## src/rtl/dc_line_wb_pkg.sv

```systemverilog
// Shared dcache writeback definitions: geometry, FSM state encodings, word offset codes.
package dc_line_wb_pkg;

    localparam int DC_INDEX_W = 8;
    localparam int DC_TAG_W   = 20;
    localparam int DC_LINE_W  = 128;
    localparam int DC_WORD_W  = 32;

    typedef enum logic [2:0] {
        WB_IDLE,
        WB_READ,
        WB_CAPT,
        WB_SEND,
        WB_DONE
    } wb_state_e;

    localparam logic [1:0] WORD0 = 2'd0;
    localparam logic [1:0] WORD1 = 2'd1;
    localparam logic [1:0] WORD2 = 2'd2;
    localparam logic [1:0] WORD3 = 2'd3;

    localparam logic ENABLE  = 1'b1;
    localparam logic DISABLE = 1'b0;

endpackage

```

## src/rtl/dc_line_wb_if.sv

```systemverilog
// L2 write port: one word per valid/ready handshake, last marks the final word of a line.
interface dc_line_wb_if import dc_line_wb_pkg::*; #(
    parameter int WORD_W = DC_WORD_W
);
    logic              l2_wb_valid;
    logic              l2_wb_ready;
    logic [31:0]       l2_wb_addr;
    logic [WORD_W-1:0] l2_wb_data;
    logic              l2_wb_last;

    modport master (
        output l2_wb_valid, l2_wb_addr, l2_wb_data, l2_wb_last,
        input  l2_wb_ready
    );

    modport slave (
        input  l2_wb_valid, l2_wb_addr, l2_wb_data, l2_wb_last,
        output l2_wb_ready
    );
endinterface

```

## src/rtl/dc_line_wb.sv

```systemverilog
// Dirty-line writeback engine: reads one victim line from the data RAM and streams it to L2.
//   state   | meaning
//   WB_IDLE | waiting for wb_req, latches way/index/tag
//   WB_READ | read enable to the victim way for one cycle
//   WB_CAPT | RAM data valid, load the line buffer
//   WB_SEND | present word_cnt to L2, advance on ready
//   WB_DONE | one-cycle done pulse, requests not accepted
module dc_line_wb import dc_line_wb_pkg::*; #(
    parameter int INDEX_W = DC_INDEX_W,
    parameter int TAG_W   = DC_TAG_W,
    parameter int LINE_W  = DC_LINE_W,
    parameter int WORD_W  = DC_WORD_W
) (
    input  logic               clk,
    input  logic               rst,
    input  logic               wb_req,
    input  logic               wb_way,
    input  logic [INDEX_W-1:0] wb_index,
    input  logic [TAG_W-1:0]   wb_tag,
    output logic               wb_busy,
    output logic               wb_done,
    output logic [INDEX_W-1:0] ram_index,
    output logic               block0_re,
    output logic               block1_re,
    input  logic [LINE_W-1:0]  data0_rd,
    input  logic [LINE_W-1:0]  data1_rd,
    dc_line_wb_if.master       l2_wb
);

    wb_state_e          state_q, state_d;
    logic               way_q, way_d;
    logic [INDEX_W-1:0] index_q, index_d;
    logic [TAG_W-1:0]   tag_q, tag_d;
    logic [1:0]         cnt_q, cnt_d;
    logic [LINE_W-1:0]  line_q, line_d;

    always_ff @(posedge clk) begin
        if (!rst) begin
            state_q <= WB_IDLE;
            way_q   <= 1'b0;
            index_q <= '0;
            tag_q   <= '0;
            cnt_q   <= WORD0;
            line_q  <= '0;
        end else begin
            state_q <= state_d;
            way_q   <= way_d;
            index_q <= index_d;
            tag_q   <= tag_d;
            cnt_q   <= cnt_d;
            line_q  <= line_d;
        end
    end

    always_comb begin
        state_d = state_q;
        way_d   = way_q;
        index_d = index_q;
        tag_d   = tag_q;
        cnt_d   = cnt_q;
        line_d  = line_q;

        wb_busy           = DISABLE;
        wb_done           = DISABLE;
        ram_index         = '0;
        block0_re         = DISABLE;
        block1_re         = DISABLE;
        l2_wb.l2_wb_valid = DISABLE;
        l2_wb.l2_wb_addr  = '0;
        l2_wb.l2_wb_data  = '0;
        l2_wb.l2_wb_last  = DISABLE;

        unique case (state_q)
            WB_IDLE: begin
                if (wb_req) begin
                    way_d   = wb_way;
                    index_d = wb_index;
                    tag_d   = wb_tag;
                    state_d = WB_READ;
                end
            end
            WB_READ: begin
                wb_busy   = ENABLE;
                ram_index = index_q;
                block0_re = !way_q;
                block1_re = way_q;
                state_d   = WB_CAPT;
            end
            WB_CAPT: begin
                wb_busy   = ENABLE;
                ram_index = index_q;
                line_d    = way_q ? data1_rd : data0_rd;
                state_d   = WB_SEND;
            end
            WB_SEND: begin
                wb_busy           = ENABLE;
                ram_index         = index_q;
                l2_wb.l2_wb_valid = ENABLE;
                l2_wb.l2_wb_addr  = {tag_q, index_q, cnt_q, 2'b00};
                l2_wb.l2_wb_last  = (cnt_q == WORD3);
                unique case (cnt_q)
                    WORD0: l2_wb.l2_wb_data = line_q[0*WORD_W +: WORD_W];
                    WORD1: l2_wb.l2_wb_data = line_q[1*WORD_W +: WORD_W];
                    WORD2: l2_wb.l2_wb_data = line_q[2*WORD_W +: WORD_W];
                    WORD3: l2_wb.l2_wb_data = line_q[3*WORD_W +: WORD_W];
                endcase
                // Nothing moves without ready, so valid/addr/data hold across stalls.
                if (l2_wb.l2_wb_ready) begin
                    cnt_d = cnt_q + 2'd1;
                    if (cnt_q == WORD3) begin
                        state_d = WB_DONE;
                    end
                end
            end
            WB_DONE: begin
                wb_done   = ENABLE;
                ram_index = index_q;
                cnt_d     = WORD0;
                state_d   = WB_IDLE;
            end
            default: begin
                state_d = WB_IDLE;
            end
        endcase
    end

endmodule
```

## src/flat_wrapper.sv

```systemverilog
// flat-port wrapper written by rule: the top's interface ports become plain ports
module dc_line_wb_flat import dc_line_wb_pkg::*;
#(
    parameter int INDEX_W = DC_INDEX_W,
    parameter int TAG_W   = DC_TAG_W,
    parameter int LINE_W  = DC_LINE_W,
    parameter int WORD_W  = DC_WORD_W
)
  (clk, rst, wb_req, wb_way, wb_index, wb_tag, wb_busy, wb_done, ram_index, block0_re, block1_re, data0_rd, data1_rd, l2_wb_l2_wb_valid, l2_wb_l2_wb_addr, l2_wb_l2_wb_data, l2_wb_l2_wb_last, l2_wb_l2_wb_ready);
  dc_line_wb_if #(.WORD_W(WORD_W)) l2_wb_i ();
  input  logic clk;
  input  logic rst;
  input  logic wb_req;
  input  logic wb_way;
  input  logic [INDEX_W-1:0] wb_index;
  input  logic [TAG_W-1:0] wb_tag;
  output logic wb_busy;
  output logic wb_done;
  output logic [INDEX_W-1:0] ram_index;
  output logic block0_re;
  output logic block1_re;
  input  logic [LINE_W-1:0] data0_rd;
  input  logic [LINE_W-1:0] data1_rd;
  output wire logic [$bits(l2_wb_i.l2_wb_valid)-1:0] l2_wb_l2_wb_valid;
  output wire logic [$bits(l2_wb_i.l2_wb_addr)-1:0] l2_wb_l2_wb_addr;
  output wire logic [$bits(l2_wb_i.l2_wb_data)-1:0] l2_wb_l2_wb_data;
  output wire logic [$bits(l2_wb_i.l2_wb_last)-1:0] l2_wb_l2_wb_last;
  input wire logic [$bits(l2_wb_i.l2_wb_ready)-1:0] l2_wb_l2_wb_ready;
  assign l2_wb_l2_wb_valid = l2_wb_i.l2_wb_valid;
  assign l2_wb_l2_wb_addr = l2_wb_i.l2_wb_addr;
  assign l2_wb_l2_wb_data = l2_wb_i.l2_wb_data;
  assign l2_wb_l2_wb_last = l2_wb_i.l2_wb_last;
  assign l2_wb_i.l2_wb_ready = l2_wb_l2_wb_ready;
  dc_line_wb #(.INDEX_W(INDEX_W), .TAG_W(TAG_W), .LINE_W(LINE_W), .WORD_W(WORD_W)) u_core (.clk(clk), .rst(rst), .wb_req(wb_req), .wb_way(wb_way), .wb_index(wb_index), .wb_tag(wb_tag), .wb_busy(wb_busy), .wb_done(wb_done), .ram_index(ram_index), .block0_re(block0_re), .block1_re(block1_re), .data0_rd(data0_rd), .data1_rd(data1_rd), .l2_wb(l2_wb_i));
endmodule
```

## config.mk

```make
export PLATFORM = sky130hd
export DESIGN_NAME = dc_line_wb_flat
export DESIGN_NICKNAME = d
export VERILOG_FILES = /design/src/rtl/dc_line_wb_pkg.sv /design/src/rtl/dc_line_wb_if.sv /design/src/rtl/dc_line_wb.sv /design/src/flat_wrapper.sv
export SDC_FILE = /design/constraint.sdc
export NUM_CORES = 1
export LEC_CHECK = 0
export CAP_MARGIN = 20
export CORE_AREA = 10 10 146 148
export CTS_CLUSTER_SIZE = 24
export DETAILED_ROUTE_END_ITERATION = 12
export DIE_AREA = 0 0 156 158
export PLACE_DENSITY = 0.86
export SLEW_MARGIN = 20
export SYNTH_ARGS = -nofsm -noshare
export SYNTH_HDL_FRONTEND = slang
export SYNTH_SLANG_ARGS = --single-unit
```

## constraint.sdc

```tcl
create_clock -name clk -period 3.9 [get_ports clk]
set_input_delay 0.78 -clock clk [delete_from_list [all_inputs] [get_ports clk]]
set_output_delay 0.78 -clock clk [all_outputs]
set_load 0.1 [all_outputs]
```

## After elaboration in Yosys (flattened, before gate mapping)

Index checks and enable logic that the tools add are counted.

| operators by class | value |
|---|---|
| add/sub/neg operators | 1 |
| equality and inequality tests | 10 |
| muxes and demuxes | 17 |
| reduce and logical (&&, ||, !) cells | 9 |

Operators with widths:

| kind | number |
|---|---|
| two-way mux 128 bit | 1 |
| case mux 32 bit (4 select lines) | 1 |
| two-way mux 32 bit | 2 |
| case mux 3 bit (4 select lines) | 1 |
| two-way mux 3 bit | 3 |
| two-way mux 8 bit | 1 |
| equality test 3 x 2 -> 1 bit (second input constant) | 2 |
| two-way mux 1 bit | 6 |
| equality test 2 bit (second input constant) | 2 |
| != test 2 bit (second input constant) | 2 |
| case mux 2 bit (2 select lines) | 1 |
| AND reduction 2 bit | 2 |
| OR reduction 4 bit | 1 |
| equality test 3 x 1 -> 1 bit (second input constant) | 1 |
| equality test 3 bit (second input constant) | 1 |
| zero test 3 bit | 1 |
| AND reduction 3 bit | 1 |
| OR reduction 3 bit | 1 |
| adder 2 x 1 -> 2 bit (second input constant) | 1 |
| equality test 2 x 1 -> 1 bit (second input constant) | 1 |
| zero test 2 bit | 1 |
| two-way mux 2 bit | 1 |
| != test 2 x 1 -> 1 bit (second input constant) | 1 |
| nonzero test 2 bit | 1 |
| zero test 1 bit | 1 |

| word-level totals | value |
|---|---|
| bits in registers | 162 |
| output and inout bits | 78 |
| word-level logic and storage cells | 43 |

## Depth between registers and ports, before layout

| logic depth | value |
|---|---|
| depth after elaboration | 4 |
| depth in mapped cells | 6 |
| mapped depth without buffers | 5 |

## Worst setup path after synthesis

OpenSTA, ideal clock, no wires.

| timing path | value |
|---|---|
| kind | flip-flop to output port |
| start point | register u_core.way_q |
| end point | output port block0_re |
| data arrival time | 3.920 ns |
| required time | 3.120 ns |
| path slack | -0.800 ns |
| cell stages (with the launch flop) | 5 |
| path buffers | 3 |
| path through | dfxtp_1 -> clkbuf_1 -> buf_2 -> buf_2 -> nor4b_1 |

| between the ends | value |
|---|---|
| longest elaborated chain between the ends | 2 |

Ends and longest elaborated chain:

| item | RTL line | RTL |
|---|---|---|
| start, declared | dc_line_wb.sv:31 | `logic way_q, way_d;` |
| start signal, assigned | dc_line_wb.sv:47 | `way_q <= way_d;` |
| zero test 1 bit | dc_line_wb.sv:85 | `block0_re = !way_q;` |
| two-way mux 1 bit | dc_line_wb.sv:73 | `unique case (state_q)` |
| end, declared | flat_wrapper.sv:20 | `output logic block0_re;` |

No other way between the ends.

## Final worst setup path

| timing path | value |
|---|---|
| start point | register u_core.cnt_q[1] |
| end point | output port l2_wb_l2_wb_data[23] |

| between the ends | value |
|---|---|
| longest elaborated chain between the ends | 3 |

Ends and longest elaborated chain:

| item | RTL line | RTL |
|---|---|---|
| start, declared | dc_line_wb.sv:34 | `logic [1:0] cnt_q, cnt_d;` |
| start signal, assigned | dc_line_wb.sv:50 | `cnt_q <= cnt_d;` |
| equality test 2 bit (tied with other cells) | dc_line_wb.sv:101 | `unique case (cnt_q)` |
| case mux 32 bit (4 select lines) (*) | dc_line_wb.sv:101 |  |
| two-way mux 32 bit (*) | dc_line_wb.sv:73 |  |
| end, declared | flat_wrapper.sv:26 | `output wire logic [$bits(l2_wb_i.l2_wb_data)-1:0] l2_wb_l2_wb_data;` |

Mark *: on every way between the ends. The rest lies on a longest branch, timed or not.

==> run metrics <==
FMAX=307 MHz; Lkg Pwr=5.89 nW; Setup crit start=u_core.cnt_q[1]; maxcap violations=0; worst vdd ir=0.303 mV; antenna-violating nets left=0; count leader, synth=nand2_1; Post-CTS Setup Inserts=0; reg2reg start=u_core.state_q[1]; Min Hold Slack=0.451 ns; Net Switching=0.00126 W; Mapped Avg Cell Area=9.28 sq um; H-tree level count=4; clock power share=36.9%; post-synthesis simple-gate area fraction=13.1%; RSZ-0062 raised after global routing=no; internal power=0.00330 W; vias in the first global route=7792; DRC violations left=0; Yosys top cell by area=dfxtp_1; commonest cells in the netlist=nand2_1 (188), dfxtp_1 (162), mux2i_1 (128), o211a_1 (128), buf_2 (49); fin crit share=83.5%; Area Growth Syn to Fin=49.7%; Global Route Usage Sum=21.7%; Routed WL per cell=19.7 um; final WL=28500 um; Clock Sinks=162; final hold vios=0; # nets final=1489; Port Buffer Count=364; vias after detailed routing=7856; GR Overflow Total=0; core area=18500 sq um; mux contribution to synthesized area=15.4%; setup violation total in the final timing report=0; initial core utilization=45.1%; fraction of registers with async set/reset=0%; Yosys reg bits=162; Post-CTS Hold Fix Bufs=0; adder-cell share of the synthesized area=0.602%; First-pass DRT Iterations=7; fin crit period=3.26 ns; Slew Limit Fails=0; sequential power share=42.2%; maximum root-to-sink buffer count=2; complex-gate fraction of the synthesized area=26.0%; pin count of the biggest net entering global routing=146; hold_sp=u_core.tag_q[8]; post-synthesis xor/xnor area fraction=0.211%; Inserted Clock Buffers=17; CTS tree=built; antenna violations before repair=0; gp weighted congestion=0.871; share of layout cells above drive strength 1=10.8%; Yosys Warn Count=0; detailed-placement wirelength estimate=21700 um; outcome=finished clean; critical-path maximum fanout=25; clk slew on worst S/H paths=0.06 ns; # rows=50; top_reg_cell synth=dfxtp_1; TNS Setup=0 ns; Synth top area share=39.0%; Worst Setup Start Kind=register; Root Driver=clkbuf_16; Netlist Area Pre-Place=8320 sq um; PwrDens=366 nW/um^2; PostCTS Resize Cnt=0; total power=0.00456 W; Ant. Diodes=0; number of enable flip-flop cells after synthesis=0; fin cells=1443; Worst Path Arrival=2.48 ns; sequential area share after synthesis=39.0%; first-pass GRT wire length=42400 um; Total Die Area=24600 sq um; Comb power frac=21.0%; die height=158 um; Sw Share=27.6%; Post-Place Worst Slack=1.11 ns; IO Count=367; ranking of synthesized cells by area=dfxtp_1 (39%), mux2i_1 (15%), o211a_1 (15%); cell count after synthesis=896; Avg Vias per Cell=5.44; Hold WC Path Type=reg -> reg; max_slew headroom=32.0%; kind of critical path=reg -> out; worst endpoint required time=3.12 ns; Clock Skew=0.0235 ns; placed cells=1411; Die Wd=156 um; final setup margin=0.642 ns; Worst-Skew Late Latency=0.43 ns; R2R Setup Slk=1.61 ns; largest family of logic cells by synthesized area=compound AO/OA/AOI/OAI gates; synth unique cells=32; Starting DRT DRC Count=635; FILL cells=1483; measured slew at the worst slew-check pin=1.02 ns; CP endpoint kind=primary output
-- area by class of cell --
class	instances	area [sq um]	share of cell area, %
inverter	4	15.0	0.121
tap	234	293	2.35
timing repair buffer	374	3650	29.3
clock inverter	13	150	1.21
multi-input combinational	637	4640	37.3
clock buffer	19	453	3.64
sequential	162	3250	26.1
-- critical path, stage by stage (launching register included) --
cell and delay [ns]:
dfxtp_1 0.38, inv_1 0.10, ha_1 0.29, buf_4 0.28, a222oi_1 0.54, a21oi_1 0.18
buf_4 0.27
-- power by group through the flow --
stage | combinational (W) | clock, W | sequential, W
floorplan | 0.000581 | 0 | 0.00190
global placement | 0.000940 | 0 | 0.00195
detailed placement | 0.000957 | 0 | 0.00195
CTS | 0.000961 | 0.00171 | 0.00192
global route | 0.00103 | 0.00179 | 0.00194
finish | 0.000955 | 0.00168 | 0.00192
-- routing by layer --
layer,vias up,share of wire (%),GRT usage [%]
li1,3859,-,-
met1,3658,42,26.6
met2,318,48,36.0
met3,21,8.8,7.00
met4,0,1.3,5.35
met5,-,0,0
-- path summary, 6_finish.rpt --
check	to	cells after the start
setup / recovery	l2_wb_l2_wb_data[23]	6
hold / removal	u_core.tag_q[8]	2
setup reg to reg	u_core.line_q[32]	4
hold reg to reg	u_core.tag_q[8]	2
-- state kept, by name (all words and copies together), names as in the netlist --
register,flops
u_core.cnt_q,2
u_core.way_q,1
u_core.tag_q,20
u_core.state_q,3
u_core.line_q,128
u_core.index_q,8
-- per-stage QoR --
step / area [sq um] / utilization [%]
after floorplan: 8330 / -
after global placement: 11900 / 64.2
after detailed placement: 11900 / 64.2
after CTS: 12500 / 67.5
after global routing: 12500 / 67.5
final: 12500 / 67.5
-- logic make-up after synthesis --
group / Yosys count
AO/OA/AOI/OAI: 256
AND/OR/NAND/NOR: 245
flip-flops: 162
multiplexers: 128
buffers and inverters: 98
adder cells (fa/ha/maj): 4
XOR/XNOR: 2
other: 1
-- layout by cell type (no fill, tap or decap), types with 2 or more instances in the layout --
cell               n
clkbuf_8           2
inv_2              2
clkinvlp_4         2
o21ai_0           32
nand3_1            2
o211a_1          128
clkdlybuf4s50_1  287
mux2i_1          128
bufinv_16          2
a21oi_1           33
clkbuf_16         17
nand2_1          188
inv_6              2
ha_2               2
a21boi_1          10
buf_4             77
xnor2_1            2
a21boi_0          19
clkinv_4           4
and2_1            38
nor2_1             7
buf_12            10
a222oi_1          32
dfxtp_1          161
ha_1               2
inv_1              2
conb_1             2
Note: power is estimated with default switching activity, not from simulation.
